--- src/rtl/fetch_controller.sv ---
// Instruction fetch stage: keeps the program counter, registers fetched words into ir,
// and handles stall, absolute jump, relative branch and halt/resume control.
module fetch_controller #(
    parameter int N             = 8,
    parameter int AddrSz        = 6,
    parameter int InstructionSz = 24
) (
    input  logic                     clk,
    input  logic                     reset,
    input  logic                     start,
    input  logic                     stall,
    input  logic                     jump,
    input  logic [AddrSz-1:0]        target,
    input  logic                     branch,
    input  logic [N-1:0]             offset,
    input  logic                     halt_req,
    input  logic                     resume,
    input  logic [InstructionSz-1:0] instruction,
    output logic [AddrSz-1:0]        address,
    output logic [InstructionSz-1:0] ir,
    output logic [AddrSz-1:0]        ir_pc,
    output logic                     ir_valid,
    output logic                     halted
);

    localparam int ExtW = (N > AddrSz) ? N : AddrSz;

    typedef enum logic [1:0] {
        IDLE = 2'd0,
        RUN  = 2'd1,
        HALT = 2'd2
    } state_t;

    state_t                   state, state_d;
    logic [AddrSz-1:0]        pc, pc_d;
    logic [InstructionSz-1:0] ir_d;
    logic [AddrSz-1:0]        ir_pc_d;
    logic                     ir_valid_d;
    logic [AddrSz-1:0]        branch_pc;
    logic                     branch_taken;

    // Offset is sign-extended before truncation so narrow offsets still move backwards.
    assign branch_pc    = ir_pc + AddrSz'(ExtW'($signed(offset)));
    assign branch_taken = branch && ir_valid;

    assign address = pc;
    assign halted  = (state == HALT);

    always_ff @(posedge clk or posedge reset) begin
        if (reset) begin
            state    <= IDLE;
            pc       <= '0;
            ir       <= '0;
            ir_pc    <= '0;
            ir_valid <= 1'b0;
        end else begin
            state    <= state_d;
            pc       <= pc_d;
            ir       <= ir_d;
            ir_pc    <= ir_pc_d;
            ir_valid <= ir_valid_d;
        end
    end

    always_comb begin
        state_d    = state;
        pc_d       = pc;
        ir_d       = ir;
        ir_pc_d    = ir_pc;
        ir_valid_d = ir_valid;
        case (state)
            IDLE: begin
                ir_valid_d = 1'b0;
                if (start) state_d = RUN;
            end
            RUN: begin
                // A redirect invalidates ir because the word behind it is on the wrong path.
                if (jump) begin
                    pc_d       = target;
                    ir_valid_d = 1'b0;
                end else if (branch_taken) begin
                    pc_d       = branch_pc;
                    ir_valid_d = 1'b0;
                end else if (!halt_req && !stall) begin
                    ir_d       = instruction;
                    ir_pc_d    = pc;
                    ir_valid_d = 1'b1;
                    pc_d       = pc + 1'b1;
                end
                if (halt_req) begin
                    state_d    = HALT;
                    ir_valid_d = 1'b0;
                end
            end
            HALT: begin
                ir_valid_d = 1'b0;
                if (resume) state_d = RUN;
            end
            default: begin
                state_d    = IDLE;
                ir_valid_d = 1'b0;
            end
        endcase
    end

endmodule

--- config.mk ---
export PLATFORM = sky130hd
export DESIGN_NAME = fetch_controller
export DESIGN_NICKNAME = d
export VERILOG_FILES = /design/src/rtl/fetch_controller.sv
export SDC_FILE = /design/constraint.sdc
export NUM_CORES = 1
export LEC_CHECK = 0
export CAP_MARGIN = 30
export CORE_ASPECT_RATIO = 0.6
export CORE_UTILIZATION = 39
export DETAILED_ROUTE_END_ITERATION = 16
export HOLD_SLACK_MARGIN = 0.15
export PLACE_DENSITY_LB_ADDON = 0.1
export SETUP_SLACK_MARGIN = 0.15
export SLEW_MARGIN = 20
export SYNTH_ARGS = -nofsm -noshare
export SYNTH_HDL_FRONTEND = slang
export SYNTH_SLANG_ARGS = --single-unit
export TNS_END_PERCENT = 1
--- constraint.sdc ---
create_clock -name clk -period 1.6 [get_ports clk]
set_input_delay 0.4 -clock clk [delete_from_list [all_inputs] [get_ports clk]]
set_output_delay 0.4 -clock clk [all_outputs]
set_load 0.02 [all_outputs]
After elaboration in Yosys (flattened, before gate mapping) --
Cells that the tools add are included.
Operators by class: add/sub/neg operators 2, equality and inequality tests 6, muxes and demuxes 12, bitwise logic cells 2, reduce and logical (&&, ||, !) cells 9
Operators with widths (count):
- $mux W6 | 3
- $add A6 B1 Y6 const B | 1
- $add A6 B6 Y6 | 1
- $mux W2 | 3
- $ne A2 B2 Y1 const B | 3
- $pmux W2 S3 | 1
- $mux W1 | 5
- $ne A5 B5 Y1 const B | 1
- $reduce_and A4 Y1 | 1
- $reduce_and A3 Y1 | 1
- $reduce_bool A3 Y1 | 1
- $eq A2 B1 Y1 const B | 1
- $eq A2 B2 Y1 const B | 1
- $logic_and A1 B1 Y1 | 2
- $logic_not A1 Y1 | 2
- $logic_not A2 Y1 | 1
- $not A1 Y1 | 2
- $reduce_and A2 Y1 | 1
Word-level totals: register bits 39, logic and storage cells 36

Logic depth before layout (Yosys ltp) --
Gate-level depths: netlist of the first run.
depth after elaboration 7, mapped depth 8, depth with buffers taken out 8

Worst setup path before layout of the first run --
OpenSTA, ideal clock, no wires.
path type register to register, start register ir_pc[0], end register pc[4] (netlist: address[4]), setup time 77 ps, data arrival time 1680 ps, setup slack -157 ps, cell stages (with the launch flop) 9, path buffers 0, clock period less this slack 1757 ps, path through dfrtp_1 -> ha_1 -> inv_1 -> fa_1 -> nand2b_1 -> a21oi_1 -> xor2_1 -> o21ai_0 -> a21oi_1
Between the ends: cells in the longest elaborated chain, start to end 3
Ends and longest elaborated chain:
- start, declared | RTL line 21 | output logic [AddrSz-1:0] ir_pc,
- start signal, assigned | RTL line 60 | ir_pc <= ir_pc_d;
- $add A6 B6 Y6 | RTL line 43 | assign branch_pc = ir_pc + AddrSz'(ExtW'($signed(offset)));
- $mux W6 | RTL line 81 | end else if (branch_taken) begin
- $mux W6 | RTL line 78 | if (jump) begin
- end signal, assigned | RTL line 58 | pc <= pc_d;
- end, declared | RTL line 35 | logic [AddrSz-1:0] pc, pc_d;
Every way passes these cells. A chain may end at the register's enable or synchronous reset.

Worst setup path after layout of the first run --
start input offset[2], end register pc[5] (netlist: address[5])
Between the ends: cells in the longest elaborated chain, start to end 3
Ends and longest elaborated chain:
- start, declared | RTL line 15 | input logic [N-1:0] offset,
- $add A6 B6 Y6 | RTL line 43
- $mux W6 | RTL line 81
- $mux W6 | RTL line 78
Every way passes these cells.

==> flow_summary.ini, run 1 <==
[run]
drv_cap = 0

[detailed_routing]
met1_length_um = 2562
routedWlPerCell_um = 14.74
drc_errors = 0
dr.max_layer_used = met4
met2_length_um = 1921
routed_wl_um = 4908
vias_per_cell = 4.787
ant_nets = 0
drtIter0Drc = 55
vias = 1594
dr.pass1.iters = 4
met3WireLength_um = 380

[layout]
syn_to_final_growth_pct = 58.13
n_fill_cell = 421
multi_input_area_sq_um = 1065
antennaDiodeCount = 0
stdcell_count = 333
fin_util = 0.6419
final_cell_mix = 39 x clkdlybuf4s50_1, 36 x dfrtp_1, 30 x dlygate4sd2_1, 28 x mux2_4, 21 x buf_4
fin_nets = 319
seqCellArea_sq_um = 979.7
final_layout_size_suffix_gt1_frac = 0.3333
mostFrequentLayoutCell = clkdlybuf4s50_1

[setup_path]
path_class = primary input to flip-flop
cp-endpoint = address[5]
arrival_ps = 1860
r2r_slack_ps = -60
endpoint_kind = flip-flop
path_max_fanout = 2
rr_startpoint = ir_pc[1]
reg2reg_depth = 6
cp-start-kind = primary input
cp-startpoint = offset[2]
r2r-end = address[5]
cp_data_required_time_ps = 1790

[floorplanning]
num_rows = 20
die_h_um = 58.33
die_w_um = 95.87
fp.dieArea_sq_um = 5592
core_sq_um = 5080
start_util = 0.4059
io_pins = 84

[power_and_ir_drop]
ir_drop_mv = 0.7577
p_per_area_nw_per_um2 = 1818
p_leak_nw = 1.533
p_total_mw = 5.928

[timing]
fmax_mhz = 597.6
finalCriticalPeriod_ps = 1673
finalHoldWorstSlack_ps = 300.2
period_share = 1.046
setup_viol = 2
tightest_slew_ps = 301.5
hold_viol = 0
rsz0062_at_grt = true
drv_slew = 0
fin_tns_setup_ps = -89.10
skew_ps = 4.921
max_slew_margin = 0.7986
setup_ws_ps = -73.36

[placed_design]
place.gp.congestion = 0.8298
port_buffers = 81
dp_hpwl_um = 3674
dp_cells = 325

[grt]
grt_pass1_wl_um = 7866
grt_pass1_vias = 1569
track_usage = 0.1894
grt_max_degree = 37
grt_overflow = 0
grt_antenna_before_repair = 0

[synthesis]
syn_avg_cell_area_sq_um = 13.05
syn_nets = 211
ys_warn_count = 0
yosysSeqAreaShare = 0.4733
synthAdderAreaFrac = 0.04612
synth_cell_types = 34
synth-simple-area-share = 0.09951
synth_edf_count = 0
synth-xor-area-share = 0.02549
synth_top_family_by_area = multiplexers
ys_ff_latch = 39
synth_cells = 158
netlist_area_sq_um = 2062
synth_compound_area_frac = 0.08799
async_reset_ff_frac = 1.000
synth_ff_type = dfrtp_1
synth.mux.area_fraction = 0.2191

[cts]
postCtsSetupBuffers = 0
htree_num_levels = 2
cts.clk_slew.worst_paths_ps = 80
insertion_delay_ps = 290
root_buffer = clkbuf_8
cts_tree = yes
hold_buffers = 0
cts_buffers = 5
cts.sinks = 39
clk_path_buf_depth = 2

[status]
outcome = complete, but fails checks
failed_checks = negative setup slack

[worst_hold_path]
hold_path_class = primary input to asynchronous set/reset pin
==> what timing repair did <==
action,4_1_cts,5_1_grt
pin swaps,4,3
gates resized for setup,58,21
endpoints found under the setup margin,72,46
hold endpoints to repair,0,0
==> registers in the layout, summed over array words and instances, names as in the netlist <==
signal / cells
ir_pc: 6
ir: 24
address: 6
ir_valid: 1
state: 2
==> cells by family after synthesis <==
| group | after synthesis |
|---|---|
| flip-flops | 39 |
| buffers and inverters | 13 |
| AO/OA/AOI/OAI | 30 |
| multiplexers | 31 |
| XOR/XNOR | 6 |
| adder cells (fa/ha/maj) | 7 |
| AND/OR/NAND/NOR | 32 |
==> critical path, stage by stage <==
cell             delay (ps)
clkdlybuf4s50_1         450
ha_4                    180
a21o_1                  160
a21oi_2                 140
nand3_1                  70
nor3b_1                 160
o41ai_2                 310
==> cell usage after synthesis, types with 2 or more instances <==
master,instances,area [sq um]
and3_1,2,12.51
ha_1,6,75.07
buf_12,3,60.06
dfrtp_1,39,975.9
nand3_1,5,25.02
nor3_1,2,10.01
inv_1,7,26.28
buf_2,2,10.01
a21oi_1,14,70.07
nand2_1,5,18.77
mux2_4,28,420.4
xor2_1,4,35.03
mux2i_1,2,20.02
xnor2_1,2,17.52
nor2b_1,3,18.77
o21ai_1,7,35.03
o21ai_0,3,15.01
nor2_1,5,18.77
nand2b_1,2,12.51
nor3b_1,2,15.01
a21o_1,2,15.01
==> how the worst min path moves through the flow <==
stage / from / end / slack (ps) / depth (start not counted)
final: reset / ir[3] / 300 / 2
after global routing: reset / ir[3] / 320 / 2
after CTS: reset / ir[3] / 290 / 2
after detailed placement: ir[13] / ir[13] / 480 / 1
after global placement: ir[13] / ir[13] / 470 / 1
after floorplan: state[1] / state[0] / 440 / 1
==> power breakdown <==
part           switching, mW  internal, mW
clock                  0.367         0.465
combinational           1.58          1.75
sequential             0.304          1.47
total                   2.25          3.68
==> cell type report <==
| cell class | count | area share |
|---|---|---|
| Inverter | 7 | 0.008058 |
| Clock buffer | 5 | 0.02111 |
| Clock inverter | 3 | 0.01343 |
| Timing Repair Buffer | 107 | 0.3051 |
| Multi-Input combinational cell | 106 | 0.3266 |
| Sequential cell | 39 | 0.3005 |
| Tap cell | 66 | 0.02533 |
==> metrics by stage <==
step | instance area, sq um | setup slack, ps
after floorplan | 2105 | -1.650
after detailed placement | 3144 | -578.4
after CTS | 3224 | -52.36
final | 3261 | -73.36
after global placement | 3144 | -498.0
after global routing | 3261 | -166.5
==> metal layers <==
layer	up-vias	track usage
met3	5	0.04393
li1	770	-
met4	0	0.05117
met1	758	0.2939
met5	-	0
met2	61	0.2633
No activity file was read; power rests on OpenSTA's default activity.
==> run 2, diff against run 1 <==
--- a/config.mk
+++ b/config.mk
@@ -7,8 +7,9 @@
 export LEC_CHECK = 0
 export CAP_MARGIN = 30
 export CORE_ASPECT_RATIO = 0.6
-export CORE_UTILIZATION = 39
+export CORE_UTILIZATION = 43
 export DETAILED_ROUTE_END_ITERATION = 16
+export GPL_TIMING_DRIVEN = 0
 export HOLD_SLACK_MARGIN = 0.15
 export PLACE_DENSITY_LB_ADDON = 0.1
 export SETUP_SLACK_MARGIN = 0.15
==> constraint.sdc (replaced) <==
create_clock -name clk -period 1.56 [get_ports clk]
set_input_delay 0.39 -clock clk [delete_from_list [all_inputs] [get_ports clk]]
set_output_delay 0.39 -clock clk [all_outputs]
set_load 0.02 [all_outputs]
==> run 2 against run 1 <==
  * The run still ends with negative setup slack left
  * Cell count decreased by 6.3%
  * Critical path type is now flip-flop to flip-flop
  * Die area decreased by 9.1%
  * Cell area decreased by 5.4%
  * Worst hold slack improved by 36 ps
==> flow_summary.ini, run 2 (synthesis gave the netlist of run 1 again) <==
[layout]
syn_to_final_growth_pct = 49.64
final_layout_size_suffix_gt1_frac = 0.3052
fin_nets = 301
largest_reg_flops = 24
multi_input_area_sq_um = 1036
seqCellArea_sq_um = 979.7
mostFrequentLayoutCell = clkdlybuf4s50_1
largest_register = ir
antennaDiodeCount = 0
final_cell_mix = 38 x clkdlybuf4s50_1, 36 x dfrtp_1, 28 x mux2_4, 16 x clkdlybuf4s15_1, 14 x dlygate4sd2_1
fin_area_sq_um = 3085
n_fill_cell = 354

[timing]
fmax_mhz = 586.3
setup_viol = 31
skew_ps = 7.054
tightest_slew_ps = 505.0
rsz0062_at_grt = true
max_slew_margin = 0.6633
finalCriticalPeriod_ps = 1706
drv_slew = 0
period_share = 1.093
hold_viol = 0
setup_ws_ps = -145.6

[placed_design]
dp_hpwl_um = 3291
place.gp.congestion = 0.7886
dp_slack_ps = -664.2
port_buffers = 81
place_area_sq_um = 3014

[detailed_routing]
routedWlPerCell_um = 14.13
routed_wl_um = 4408
dr.pass1.iters = 4
vias = 1482
drc_errors = 0
vias_per_cell = 4.750
ant_nets = 0
drtIter0Drc = 73

[power_and_ir_drop]
ir_drop_mv = 1.013
intPower_mw = 3.399
p_per_area_nw_per_um2 = 1805
seqPwrFrac = 0.339
p_leak_nw = 1.381
clockPowerShare = 0.120
combPwrFrac = 0.540
switchingPower_mw = 2.171
switching_share = 0.3898

[status]
failed_checks = negative setup slack
outcome = complete, but fails checks

[setup_path]
arrival_ps = 1920
endpoint_kind = flip-flop
path_max_fanout = 3
path_class = flip-flop to flip-flop
cp-start-kind = flip-flop
cp_data_required_time_ps = 1780

[cts]
root_buffer = clkbuf_8
cts.sinks = 39
cts_buffers = 5
cts.clk_slew.worst_paths_ps = 80
hold_buffers = 0
insertion_delay_ps = 280
htree_num_levels = 2
clk_path_buf_depth = 2
cts_tree = yes

[floorplanning]
io_pins = 84
num_rows = 19
start_util = 0.4494
die_h_um = 55.64
die_w_um = 91.40
fp.dieArea_sq_um = 5086
core_sq_um = 4588

[worst_hold_path]
hold_path_class = primary input to asynchronous set/reset pin

[grt]
grt_antenna_before_repair = 0
grt_pass1_wl_um = 7452
track_usage = 0.1893
grt_pass1_vias = 1478
grt_overflow = 0
grt_max_degree = 30

[run]
drv_cap = 0
## run 2: through the flow
| step | power (mW) | instances | util | TNS, ps | hold WS [ps] |
|---|---|---|---|---|---|
| after floorplan | 3.794 | 158 | - | -74.10 | 442.8 |
| after global placement | 5.108 | 302 | 0.6526 | -36950 | 469.6 |
| after detailed placement | 5.151 | 303 | 0.6569 | -13790 | 471.2 |
| after CTS | 5.598 | 312 | 0.6741 | -1064 | 341.4 |
| after global routing | 5.943 | 312 | 0.6725 | -3171 | 365.1 |
| final | 5.569 | 312 | 0.6725 | -1165 | 336.7 |
## run 2: worst max-delay path, stage by stage (launching register included)
cell and delay [ps]:
dfrtp_2 400, ha_4 140, inv_2 30, fa_2 330, nand2b_4 160, a21oi_2 150
xor2_1 220, o21ai_1 100, a21oi_1 120
## run 2: repair_timing
| action | CTS | global route |
|---|---|---|
| pin swaps | 3 | 3 |
| buffers inserted | 1 | 0 |
| gates resized for setup | 74 | 23 |
| endpoints found under the setup margin | 74 | 64 |
## run 2: metal layers
layer | up-vias | global-route usage | part of all wire
li1 | 737 | - | -
met1 | 690 | 0.3023 | 0.54
met2 | 53 | 0.2578 | 0.40
met3 | 2 | 0.05191 | 0.053
met4 | 0 | 0.02721 | 0.0039
met5 | - | 0 | 0
## run 2: layout make-up
type / count / share of cell area
multi-input cells: 106 / 0.3358
clock buffers: 5 / 0.02230
repair buffers: 83 / 0.2591
flip-flops and latches: 39 / 0.3175
well taps: 63 / 0.02555
inverters: 7 / 0.008516
plain buffers: 6 / 0.02474
clock inverters: 3 / 0.006488
## run 2: final timing paths
check	start	depth (start not counted)	end	slack (ps)
worst min-delay path	reset	2	ir[22]	340
worst max-delay path	ir_pc[0]	8	address[4]	-150
min in group clk	state[1]	1	state[0]	490
worst min register to register	state[1]	1	state[0]	490
worst max register to register	ir_pc[0]	8	address[4]	-150
max in group asynchronous	reset	3	ir_pc[3]	780
## run 2: power groups by stage
stage	registers (mW)	logic [mW]	clock network [mW]
6_report	1.89	3.01	0.670
5_1_grt	1.97	3.24	0.735
4_1_cts	1.88	3.02	0.694
3_5_place_dp	1.91	3.24	0
3_3_place_gp	1.89	3.22	0
2_1_floorplan	2.43	1.36	0
